$ cat src/rtl/ro_meas_pkg.sv
// Shared definitions for the ring-oscillator measurement blocks:
// FSM state encoding, default sizing constants and the window-counter
// width helper.
package ro_meas_pkg;

    // Measurement sequencer states.
    typedef enum logic [1:0] {
        ST_IDLE = 2'd0,
        ST_ARM  = 2'd1,
        ST_GATE = 2'd2,
        ST_DONE = 2'd3
    } ro_state_e;

    // Default sizing used when an instance does not override it.
    localparam int unsigned DEF_GATE_CYCLES = 1024;
    localparam int unsigned DEF_CNT_W       = 16;
    localparam int unsigned DEF_SYNC_STAGES = 2;

    // Width of a counter that must count 0 .. gate_cycles-1.
    // Never narrower than one bit so degenerate sizes still elaborate.
    function automatic int unsigned win_w(input int unsigned gate_cycles);
        if (gate_cycles <= 1) begin
            return 1;
        end
        return $clog2(gate_cycles);
    endfunction

endpackage

$ cat src/rtl/ro_freq_counter_edge_sync.sv
// Brings an asynchronous oscillator signal into the clk domain and produces
// a one-cycle pulse for every rising edge seen after synchronization.
//
// Pulse timing: a level change first captured by the first flop at edge t
// shows up as rise=1 during the cycle that ends with edge t+SYNC_STAGES.
module edge_sync #(
    parameter int unsigned SYNC_STAGES = 2
) (
    input  logic clk,
    input  logic rst,
    input  logic async_in,
    output logic rise
);

    // sync_q[0] is the metastability-exposed flop, sync_q[SYNC_STAGES-1]
    // is the first one considered safe to use.
    logic [SYNC_STAGES-1:0] sync_q;
    logic                   hist_q;

    // Shift the input through the synchronizer chain, then remember the
    // previous synchronized level for edge detection.
    always_ff @(posedge clk or posedge rst) begin
        if (rst) begin
            sync_q <= '0;
            hist_q <= 1'b0;
        end else begin
            sync_q <= {sync_q[SYNC_STAGES-2:0], async_in};
            hist_q <= sync_q[SYNC_STAGES-1];
        end
    end

    // A rising edge is "synchronized level high, previous level low".
    assign rise = sync_q[SYNC_STAGES-1] & ~hist_q;

endmodule

$ cat src/rtl/ro_freq_counter.sv
// Ring-oscillator frequency counter.
//
// Counts synchronized rising edges of ro_in over a fixed window of
// GATE_CYCLES clk cycles and keeps the result for byte-wise readout.
//
// Handshake: start is a single-cycle request sampled on every clk edge.
// It is accepted only in IDLE or DONE; while busy=1 it is ignored and
// never queued. done/overflow are sticky until the next accepted start.
//
// Sequence for a start sampled at edge N:
//   N+1            ARM  (one cycle, absorbs synchronizer latency, no counting)
//   N+2..N+1+G     GATE (G = GATE_CYCLES cycles, rises counted)
//   N+2+G onward   DONE (count_out/overflow/done valid)
// count_out only changes on the GATE->DONE edge, so the previous result
// stays readable while a new measurement runs.
module ro_freq_counter
    import ro_meas_pkg::*;
#(
    parameter int unsigned GATE_CYCLES = DEF_GATE_CYCLES,
    parameter int unsigned CNT_W       = DEF_CNT_W,
    parameter int unsigned SYNC_STAGES = DEF_SYNC_STAGES
) (
    input  logic             clk,
    input  logic             rst,
    input  logic             ro_in,
    input  logic             start,
    input  logic [1:0]       byte_sel,
    output logic             busy,
    output logic             done,
    output logic             overflow,
    output logic [CNT_W-1:0] count_out,
    output logic [7:0]       byte_out,
    output ro_state_e        state_dbg
);

    localparam int unsigned      WIN_W    = win_w(GATE_CYCLES);
    localparam logic [WIN_W-1:0] WIN_LAST = WIN_W'(GATE_CYCLES - 1);
    localparam logic [CNT_W-1:0] CNT_MAX  = {CNT_W{1'b1}};

    // ------------------------------------------------------------------
    // Declarations
    // ------------------------------------------------------------------
    ro_state_e        state_q, state_d;

    logic [WIN_W-1:0] win_cnt_q, win_cnt_d;
    logic [CNT_W-1:0] edge_cnt_q, edge_cnt_d;
    logic             sat_q, sat_d;
    logic [CNT_W-1:0] count_q, count_d;
    logic             done_q, done_d;
    logic             ovf_q, ovf_d;

    logic             rise;
    logic             accept;
    logic             in_gate;
    logic             gate_last;
    logic             busy_dec;
    logic [31:0]      count_ext;

    // ------------------------------------------------------------------
    // Input conditioning
    // ------------------------------------------------------------------
    edge_sync #(
        .SYNC_STAGES (SYNC_STAGES)
    ) u_edge_sync (
        .clk      (clk),
        .rst      (rst),
        .async_in (ro_in),
        .rise     (rise)
    );

    // ------------------------------------------------------------------
    // FSM
    // ------------------------------------------------------------------

    // State register.
    always_ff @(posedge clk or posedge rst) begin
        if (rst) begin
            state_q <= ST_IDLE;
        end else begin
            state_q <= state_d;
        end
    end

    // Next-state logic: ARM is always one cycle, GATE ends on the last
    // window count, IDLE and DONE both wait for start.
    always_comb begin
        state_d = state_q;
        unique case (state_q)
            ST_IDLE: begin
                if (start) begin
                    state_d = ST_ARM;
                end
            end
            ST_ARM: begin
                state_d = ST_GATE;
            end
            ST_GATE: begin
                if (gate_last) begin
                    state_d = ST_DONE;
                end
            end
            ST_DONE: begin
                if (start) begin
                    state_d = ST_ARM;
                end
            end
            default: begin
                state_d = ST_IDLE;
            end
        endcase
    end

    // Output decode: busy and the datapath strobes derived from state.
    always_comb begin
        busy_dec  = 1'b0;
        accept    = 1'b0;
        in_gate   = 1'b0;
        gate_last = 1'b0;
        unique case (state_q)
            ST_IDLE: begin
                accept = start;
            end
            ST_ARM: begin
                busy_dec = 1'b1;
            end
            ST_GATE: begin
                busy_dec  = 1'b1;
                in_gate   = 1'b1;
                gate_last = (win_cnt_q == WIN_LAST);
            end
            ST_DONE: begin
                accept = start;
            end
            default: begin
                busy_dec = 1'b0;
            end
        endcase
    end

    // ------------------------------------------------------------------
    // Counters and result registers
    // ------------------------------------------------------------------

    // Next-state for window/edge counters and the sticky result flags.
    // The final count is taken from edge_cnt_d so a rise in the last
    // GATE cycle is included in the result.
    always_comb begin
        win_cnt_d  = win_cnt_q;
        edge_cnt_d = edge_cnt_q;
        sat_d      = sat_q;
        count_d    = count_q;
        done_d     = done_q;
        ovf_d      = ovf_q;

        if (accept) begin
            win_cnt_d  = '0;
            edge_cnt_d = '0;
            sat_d      = 1'b0;
            done_d     = 1'b0;
            ovf_d      = 1'b0;
        end else if (in_gate) begin
            win_cnt_d = win_cnt_q + WIN_W'(1);
            if (rise) begin
                if (edge_cnt_q == CNT_MAX) begin
                    // Counter pinned at full scale: an edge was lost.
                    sat_d = 1'b1;
                end else begin
                    edge_cnt_d = edge_cnt_q + CNT_W'(1);
                end
            end
            if (gate_last) begin
                count_d = edge_cnt_d;
                ovf_d   = sat_d;
                done_d  = 1'b1;
            end
        end
    end

    // Counter and result registers; reset discards any partial result.
    always_ff @(posedge clk or posedge rst) begin
        if (rst) begin
            win_cnt_q  <= '0;
            edge_cnt_q <= '0;
            sat_q      <= 1'b0;
            count_q    <= '0;
            done_q     <= 1'b0;
            ovf_q      <= 1'b0;
        end else begin
            win_cnt_q  <= win_cnt_d;
            edge_cnt_q <= edge_cnt_d;
            sat_q      <= sat_d;
            count_q    <= count_d;
            done_q     <= done_d;
            ovf_q      <= ovf_d;
        end
    end

    // ------------------------------------------------------------------
    // Readout
    // ------------------------------------------------------------------

    // Byte mux over the zero-extended result; bytes beyond CNT_W read 0.
    always_comb begin
        count_ext              = '0;
        count_ext[CNT_W-1:0]   = count_q;
        unique case (byte_sel)
            2'd0:    byte_out = count_ext[7:0];
            2'd1:    byte_out = count_ext[15:8];
            2'd2:    byte_out = count_ext[23:16];
            default: byte_out = count_ext[31:24];
        endcase
    end

    assign busy      = busy_dec;
    assign done      = done_q;
    assign overflow  = ovf_q;
    assign count_out = count_q;
    assign state_dbg = state_q;

endmodule

$ cat config.mk
export PLATFORM = sky130hd
export DESIGN_NAME = ro_freq_counter
export DESIGN_NICKNAME = d
export VERILOG_FILES = /design/src/rtl/ro_meas_pkg.sv /design/src/rtl/ro_freq_counter_edge_sync.sv /design/src/rtl/ro_freq_counter.sv
export SDC_FILE = /design/constraint.sdc
export NUM_CORES = 1
export LEC_CHECK = 0
export BUFFER_PORTS_ARGS = -buffer_cell sky130_fd_sc_hd__buf_2
export CAP_MARGIN = 20
export CORE_MARGIN = 1.5
export CORE_UTILIZATION = 25
export DETAILED_ROUTE_END_ITERATION = 8
export GPL_ROUTABILITY_DRIVEN = 0
export PLACE_DENSITY = 0.52
export SLEW_MARGIN = 20
export SYNTH_ARGS = -nofsm -noshare
export SYNTH_HDL_FRONTEND = slang
export SYNTH_SLANG_ARGS = --single-unit
$ cat constraint.sdc
create_clock -name clk -period 2.5 [get_ports clk]
set_input_delay 0.125 -clock clk [delete_from_list [all_inputs] [get_ports clk]]
set_output_delay 0.125 -clock clk [all_outputs]
set_load 0.02 [all_outputs]
==> impl_metrics.tcl, run 1 <==
set metrics [dict create \
    finalMaxSlewViolations 0 \
    finalHoldViolations 0 \
    cp_num_buf_inv 0 \
    finalWirelength_um 5895 \
    synth-seq-area-share_pct 45.33 \
    ys_types 42 \
    max_freq_mhz 475.4 \
    crit_chain "ha_1, and3_1, a41oi_2, nand3_1, xor2_1, o21ai_1" \
    clk_latency_ps 300 \
    diodes 0 \
    rows 38 \
    synthesis.nets 302 \
    syn2layout_area_growth_pct 14.01 \
    ff_latch_area_um2 1251 \
    synthesis.area_um2 2760 \
    finalCriticalPeriod_ps 2103 \
    grt_max_degree 42 \
    multi_input_area_um2 1358 \
    synth-seq-cells 50 \
    path_max_fanout 11 \
    cts_tree "built" \
    first_pass_iters 5 \
    endpoint_kind "register" \
    min_to "state_dbg[1]" \
    hpwlAfterDp_um 4332 \
    cts_buffer_depth 2 \
    final.setup_skew_ps 17.51 \
    fin_nets 330 \
    status "finished, final reports clean" \
    dieArea_um2 11680 \
    clock_sinks 50 \
    drc 0 \
    rsz0062_at_grt "no" \
    antenna_left 0 \
    worst-r2r-setup-slack_ps 400 \
    grt_pass1_wl_um 9929 \
    yosysWarnings 0 \
    drive_above_1_share_pct 18.44 \
    postPlaceCellArea_um2 3022 \
    io_buffers 34 \
    worst-setup-path-type "reg2reg" \
    cts_made_buffers 5 \
    power_density_nw_per_um2 593.9 \
    syn_avg_cell_area_um2 9.485 \
    nFillCells 1134 \
    clk_pin_slew_ps 90 \
    cts_resized 0 \
    ir_drop_uv 492.6 \
    worst_r2r_path_depth 6 \
    setup_viol_count_final 0 \
    timing.rr.start "edge_cnt_q[0]" \
    slowest_stage "a41oi_2" \
    start_util_pct 25.57 \
    wl_per_cell_um 12.82 \
    antenna_found_initial 0 \
    die_h_um 108.1 \
    worstPathArrival_ps 2280 \
    via_count 2129 \
    first_global_vias 2009 \
    fin_setup_tns_ps 0 \
    coreArea_um2 10790 \
    dp_cells 450 \
    leakage_nw 1.366 \
    cts-root-buf "clkbuf_8" \
    ios 35 \
    slew_headroom_pct 62.29 \
    worst_setup_path_start_kind "register" \
    min_path_type "in2reg" \
    holdWs_ps 124.0 \
    slowest_delay_ps 550 \
    first_iter_violations 64 \
    final_area_um2 3147 \
    cp_top_family "compound AO/OA/AOI/OAI gates" \
    fin_cells 460 \
    required_ps 2680 \
    tightest_slew_ps 561.4 \
    synth_cells 291 \
    viasPerCell 4.628 \
    hold_start "start" \
    cts_htree_levels 2 \
    timing.hold.worst_path_depth 3 \
    die_w_um 108.1 \
    drv_cap 0 \
    r2r-end "count_out[9]" \
    min_period_over_period_pct 84.14 \
    gr-total-overflow 0 \
    grtUsageTotal_pct 10.76 \
]
layout by cell type, fill, tap and decap left out, types with 2 or more instances in the layout:
| cell | n |
|---|---|
| dfrtp_1 | 50 |
| nor2_1 | 40 |
| buf_2 | 34 |
| nand2_1 | 30 |
| xor2_1 | 22 |
| nand4_1 | 13 |
| nand3_1 | 13 |
| mux2i_1 | 13 |
| o21ai_0 | 10 |
| o21ai_1 | 9 |
| a21oi_1 | 8 |
| inv_1 | 7 |
| clkbuf_8 | 7 |
| xnor2_1 | 6 |
| nor3_1 | 6 |
| and3_1 | 5 |
| ha_1 | 5 |
| buf_4 | 5 |
| and4_1 | 4 |
| and2_1 | 3 |
| a31oi_1 | 3 |
| or3_1 | 3 |
| nand2b_1 | 2 |
| nand4_2 | 2 |
| a41oi_2 | 2 |
| dlygate4sd3_1 | 2 |
flip-flops by register name, indices dropped and copies added, names as in the netlist:
register	count
edge_cnt_q	16
win_cnt_q	10
count_out	16
state_dbg	2
overflow	1
u_edge_sync.sync_q	2
done	1
sat_q	1
u_edge_sync.hist_q	1
routing by layer:
metal	global-route usage (%)	up-vias	part of all wire (%)
met4	3.665	0	1.4
li1	-	1050	-
met3	1.627	8	3.8
met2	17.18	49	45
met5	0	-	0
met1	14.85	1022	49
timing repair:
item / in CTS / in global routing
endpoints found under the hold margin: 10 / 0
hold buffers: 2 / 0
buffers inserted: 0 / 0
stage by stage:
| stage | worst slack (ps) | util [%] | total power [W] |
|---|---|---|---|
| 6_report | 396.5 | 29.16 | 0.001869 |
| 3_5_place_dp | 392.0 | 28.00 | 0.001371 |
| 5_1_grt | 221.6 | 29.16 | 0.001982 |
| 4_1_cts | 397.4 | 29.16 | 0.001910 |
| 3_3_place_gp | 437.8 | 28.00 | 0.001363 |
| 2_1_floorplan | 652.4 | - | 0.001236 |
layout make-up:
class                           instances  share of cell area (%)
Clock inverter                          1                  0.2783
Inverter                                8                  0.9543
Tap cell                              140                   5.567
Sequential cell                        50                   39.76
Timing Repair Buffer                   41                   7.237
Multi-Input combinational cell        213                   43.14
Clock buffer                            7                   3.062
report_power, final:
part	switching (W)	internal [W]	total, W
clock	0.000267	0.000254	0.000521
combinational	0.000290	0.000152	0.000442
sequential	0.0000529	0.000853	0.000906
total	0.000610	0.00126	0.00187
Yosys cell counts, drive strengths merged:
library cell	count	share of area (%)
xnor2	6	1.9
nand2	30	4.1
a21oi	8	1.5
mux2i	13	4.7
o211ai	1	0.27
a22o	1	0.32
o21ai	19	3.4
a41oi	3	1.5
and3	5	1.1
clkbuf	6	0.86
and4b	1	0.41
nand3b	1	0.27
nand4	16	4.6
a31oi	3	0.68
or3	3	0.68
o21bai	1	0.27
nor3	7	1.5
xor2	22	7.0
and2	3	0.68
or2	1	0.23
nand2b	2	0.45
nor4	2	1.2
a211oi	1	0.45
and4	5	1.6
inv	8	1.1
nor2	40	5.4
ha	5	2.3
nand3	13	2.4
dfrtp	50	45
a21o	1	0.27
buf	14	3.5
kinds of logic (layout without fill, tap and decap cells):
kind of cell    count (synthesis)  after routing  share of synthesized area, %
buf+inv                        28             57                         5.485
compound gates                 38             38                         8.659
flops                          50             50                         45.33
mux                            13             13                         4.714
xor+xnor                       28             28                         8.885
simple gates                  129            129                         24.66
fa+ha+maj                       5              5                         2.267
worst register-to-register path, cell delays in order, from the launching register on:
cell and delay, ps:
dfrtp_1 460, ha_1 270, and3_1 270, a41oi_2 550
nand3_1 160, xor2_1 200, o21ai_1 80
how the worst max path moves through the flow:
stage,start,to,cells after the start
after detailed placement,edge_cnt_q[0],count_out[9],6
final,edge_cnt_q[0],count_out[9],6
after floorplan,state_dbg[0],count_out[13],9
after global placement,edge_cnt_q[0],count_out[9],6
after global routing,edge_cnt_q[0],count_out[7],6
after CTS,edge_cnt_q[0],count_out[9],6
No activity file was read; power rests on OpenSTA's default activity.
==> run 2: changes to the inputs <==
- clock period: 2.5 -> 2.2 ns (I/O delays scaled with it)
==> run 2 against run 1 <==
Net effect: critical path depth up 1; worst setup slack worse by 150 ps; core utilization up 0.63 points; combinational power up 21%; first-iteration DRC count up 31%; via count up 0.75%; clock power up 28%; critical path type unchanged; largest cell class unchanged; highest routed layer unchanged.
==> impl_metrics.tcl, run 2 (synthesis gave the netlist of run 1 again) <==
set metrics [dict create \
    status "finished, final reports clean" \
    cts_htree_levels 2 \
    crit_chain "ha_1, and3_1, a41oi_2, buf_4, nand3_1, xor2_1, o21ai_1" \
    cts-root-buf "clkbuf_8" \
    worstPathArrival_ps 2140 \
    via_count 2145 \
    diodes 0 \
    grtUsageTotal_pct 11.29 \
    crit_start "edge_cnt_q[0]" \
    first_pass_iters 4 \
    slowest_delay_ps 470 \
    first_iter_violations 84 \
    setup_viol_count_final 0 \
    die_w_um 108.1 \
    cts_made_buffers 5 \
    gr-total-overflow 0 \
    clk_latency_ps 300 \
    antenna_left 0 \
    cts_buffer_depth 2 \
    cp_num_buf_inv 1 \
    hold_start "start" \
    dieArea_um2 11680 \
    rows 38 \
    io_buffers 34 \
    cp_top_family "flip-flops" \
    ir_drop_uv 759.1 \
    tightest_slew_ps 647.7 \
    worst_setup_path_start_kind "register" \
    clk_pin_slew_ps 90 \
    post-route-util_pct 29.78 \
    drc 0 \
    syn2layout_area_growth_pct 16.46 \
    clock_sinks 50 \
    required_ps 2390 \
    drv_cap 0 \
    finalHoldViolations 0 \
    power_w 0.002231 \
    start_util_pct 25.57 \
    path_max_fanout 7 \
    first_global_vias 2144 \
    fin_nets 338 \
    ios 35 \
    slew_headroom_pct 56.82 \
    worst-setup-path-type "reg2reg" \
    timing.rr.start "edge_cnt_q[0]" \
    power_density_nw_per_um2 694.1 \
    leakage_nw 1.410 \
    final_common_cell "dfrtp_1" \
    drive_above_1_share_pct 20.18 \
    finalWirelength_um 6057 \
    final.setup_skew_ps 11.90 \
    hpwlAfterDp_um 4425 \
    antenna_found_initial 0 \
    finalCriticalPeriod_ps 1953 \
    finalMaxSlewViolations 0 \
    wl_per_cell_um 12.97 \
    coreArea_um2 10790 \
    cts_setup_buffers 0 \
    most-common-layout-cells "50 x dfrtp_1, 40 x nor2_1, 34 x buf_2" \
    fin_setup_tns_ps 0 \
    nFillCells 1119 \
    endpoint_kind "register" \
    cts_tree "built" \
    min_period_over_period_pct 88.78 \
    rsz0062_at_grt "no" \
    die_h_um 108.1 \
    min_path_type "in2reg" \
    viasPerCell 4.593 \
    grt_pass1_wl_um 10520 \
    grt_max_degree 51 \
    slowest_stage "dfrtp_1" \
    max_freq_mhz 512.0 \
]
==> run 2: worst reg2reg max path: cells and delay by family (launching register included) <==
kind	cells	cell delay (ps)
buf+inv	1	200
xor+xnor	1	200
simple gates	2	370
fa+ha+maj	1	270
flops	1	470
compound gates	2	330
==> run 2: final cells by class <==
cell class                 instances  area, um2  share of cell area (%)
multi-input combinational        213       1358                   42.23
sequential                        50       1251                   38.93
timing repair buffer              49      287.8                   8.953
tap                              140      175.2                   5.450
clock buffer                       6      82.58                   2.569
clock inverter                     1      30.03                  0.9342
inverter                           8      30.03                  0.9342
==> run 2: worst paths after layout <==
kind                                               to  slack (ps)  depth (start not counted)
worst max-delay path                     count_out[9]         250                          7
worst min-delay path                     state_dbg[1]         110                          3
min in group asynchronous                state_dbg[1]         500                          4
max in group asynchronous                win_cnt_q[2]        1250                          4
worst max register to register           count_out[9]         250                          7
worst min register to register  u_edge_sync.sync_q[1]         350                          0
==> run 2: per-layer routing <==
metal	track usage (%)	part of all wire [%]	vias to the layer above
met2	17.50	45	34
met3	1.627	3.5	5
met5	0	0	-
li1	-	-	1072
met4	3.947	1.3	0
met1	16.01	50	1034
==> run 2: power by group <==
group	internal (W)	switching, W
Sequential	0.000969	0.0000600
Combinational	0.000198	0.000335
Clock	0.000364	0.000305
Total	0.00153	0.000700
==> run 2: timing repair <==
action | in CTS | in global routing
hold endpoints to repair | 41 | 0
hold buffers | 2 | 0
gates resized for setup | 0 | 0
==> run 2: through the flow <==
stage	setup slack (ps)	instance area [um2]	hold WS [ps]	std cells
finish	246.8	3214	105.2	467
global route	94.05	3214	116.9	467
CTS	251.2	3214	94.26	467
detailed placement	281.8	3082	221.4	458
global placement	300.1	3082	223.8	458
floorplan	352.4	2760	141.4	291
==> run 3: changes to the inputs <==
- ABC_AREA: default -> 1
- PLACE_DENSITY: 0.52 -> 0.5
==> run 3 against run 2 <==
Net effect: worst setup slack improved by 130 ps; sequential share of layout area fell by 2.8 points; sequential power barely moved; largest power group unchanged.
==> impl_metrics.tcl, run 3 <==
set metrics [dict create \
    yosysWarnings 0 \
    viasPerCell 4.427 \
    leakage_nw 1.808 \
    fin_nets 443 \
    max_freq_mhz 547.2 \
    grt_max_degree 27 \
    ir_drop_uv 339.6 \
    path_max_fanout 17 \
    finalCriticalPeriod_ps 1828 \
    power_w 0.002233 \
    synth_ff_type "dfrtp_1" \
    crit_path_frequent_cell "nor2_4" \
    antenna_left 0 \
    ys_top_cells_by_area "dfrtp_1 43%, nand2_1 20%, nand3_1 6.2%" \
    final.setup_skew_ps 8.778 \
    die_h_um 111.2 \
    via_count 2550 \
    ios 35 \
    final_common_cell "nand2_1" \
    hpwlAfterDp_um 5212 \
    finalWirelength_um 7012 \
    dieArea_um2 12360 \
    status "finished, final reports clean" \
    min_path_type "in2reg" \
    first_global_vias 2415 \
    syn2layout_area_growth_pct 18.39 \
    slowest_stage "dfrtp_1" \
    io_buffers 34 \
    synth_async_sr_flop_share_pct 100.0 \
    grtUsageTotal_pct 12.10 \
    cts-root-buf "clkbuf_16" \
    synth_edf_count 0 \
    setup_viol_count_final 0 \
    crit_chain "inv_1, ha_1, inv_2, nor2_4, nand2_2, nor2_4, nand2_4, clkinv_4, nand3_1, nand2_1" \
    syn_avg_cell_area_um2 7.444 \
    rsz0062_at_grt "no" \
    power_frac_clock_pct 39.8 \
    holdWs_ps 168.8 \
    cts_tree "built" \
    grt_pass1_wl_um 12250 \
    synth_cells 393 \
    yosysMostFrequentCell "nand2_1" \
    cp_top_family "simple AND/OR/NAND/NOR gates" \
    required_ps 2430 \
    wl_per_cell_um 12.17 \
    die_w_um 111.2 \
    worst-setup-path-type "reg2reg" \
    synthesis.area_um2 2925 \
    slowest_delay_ps 410 \
    combinationalPowerShare_pct 12.9 \
    gr-total-overflow 0 \
    clock_sinks 50 \
    postPlaceCellArea_um2 3277 \
    min_period_over_period_pct 83.07 \
    synthesis.nets 404 \
    first_iter_violations 125 \
    p_sw_w 0.0006235 \
    fin_setup_tns_ps 0 \
    ys_types 34 \
    slew_headroom_pct 62.87 \
    p_int_w 0.001610 \
    cts_htree_levels 2 \
    most-common-layout-cells "156 x nand2_1, 50 x dfrtp_1, 37 x inv_1" \
    clk_latency_ps 290 \
    drv_cap 0 \
    finalMaxSlewViolations 0 \
    post-route-util_pct 30.33 \
    synth-seq-area-share_pct 42.77 \
    finalHoldViolations 0 \
    cp_num_buf_inv 3 \
    synth-seq-cells 50 \
    synth_commonest_cells "156 x nand2_1, 50 x dfrtp_1, 38 x inv_1, 36 x nand3_1, 19 x o21ai_0" \
    worst_setup_path_start_kind "register" \
    rows 39 \
    synth.largest_area_cell "dfrtp_1" \
    cts_buffer_depth 2 \
    coreArea_um2 11420 \
    first_pass_iters 5 \
    cts_setup_buffers 0 \
    power_density_nw_per_um2 644.8 \
    drive_above_1_share_pct 18.94 \
    antenna_found_initial 0 \
    drc 0 \
    synth_top_area_share_pct 42.77 \
    share_seq_of_total_power_pct 47.3 \
    endpoint_kind "register" \
    clk_pin_slew_ps 70 \
    switching_share_pct 27.92 \
    start_util_pct 25.62 \
    tightest_slew_ps 556.1 \
    final_area_um2 3463 \
    diodes 0 \
    cts_made_buffers 5 \
    worstPathArrival_ps 2060 \
]
[run 3: changes by cell type in the layout (fill, tap and decap cells not counted), moves of 10 or more]
cell / before / now
inv_1: 7 / 37
nand3_1: 13 / 36
nor2_4: 0 / 10
nor2_1: 40 / 17
xor2_1: 22 / 2
nand4_1: 13 / 3
nand2_1: 30 / 156
mux2i_1: 13 / 0
[run 3: logic make-up after synthesis]
kind of cell,after synthesis,share of synthesized area [%]
AO/OA/AOI/OAI,36,6.886
XOR/XNOR,4,1.198
buffers and inverters,51,7.186
flip-flops,50,42.77
AND/OR/NAND/NOR,247,39.82
adder cells (fa/ha/maj),5,2.139
[run 3: final timing paths]
path / from / end / slack, ps / depth (start not counted)
max: state_dbg[0] / count_out[9] / 370 / 10
min: start / state_dbg[1] / 170 / 4
max reg2reg: state_dbg[0] / count_out[9] / 370 / 10
min reg2reg: u_edge_sync.sync_q[0] / u_edge_sync.sync_q[1] / 350 / 0
max in group asynchronous: rst / u_edge_sync.sync_q[1] / 1230 / 4
min in group asynchronous: rst / count_out[11] / 420 / 3
[run 3: what timing repair did]
item | in CTS | in global routing
hold endpoints to repair | 25 | 0
gates resized for setup | 0 | 0
hold buffers | 2 | 0
[run 3: metal layers]
metal / GRT usage, % / share of wire (%) / vias up
met1: 16.46 / 48 / 1174
met3: 1.750 / 3.2 / 7
met2: 19.92 / 47 / 49
met5: 0 / 0 / -
li1: - / - / 1320
met4: 3.629 / 1.6 / 0
[run 3: power by group through the flow]
| stage | registers, W | logic, W | clock network (W) |
|---|---|---|---|
| floorplan | 0.00104 | 0.000243 | 0 |
| global placement | 0.00107 | 0.000292 | 0 |
| detailed placement | 0.00107 | 0.000291 | 0 |
| CTS | 0.00106 | 0.000294 | 0.000919 |
| global route | 0.00107 | 0.000329 | 0.000953 |
| finish | 0.00106 | 0.000288 | 0.000888 |
[run 3: per-stage QoR]
step | instances | worst slack, ps
after floorplan | 393 | 467.3
after CTS | 576 | 346.1
after global placement | 566 | 380.8
after global routing | 576 | 158.0
after detailed placement | 566 | 370.8
final | 576 | 372.4
[run 3: worst register-to-register path: cells and delay by family, from the launching register on]
family | cells | cell delay [ps]
fa+ha+maj | 1 | 270
buf+inv | 3 | 350
flops | 1 | 410
simple gates | 6 | 740
[run 3: layout make-up]
class                           instances  area, um2
Tap cell                              143      178.9
Clock inverter                          2      37.54
Inverter                               42      162.7
Multi-Input combinational cell        292       1464
Timing Repair Buffer                   41      240.2
Clock buffer                            6      128.9
Sequential cell                        50       1251
Fill cell                            1247       7955
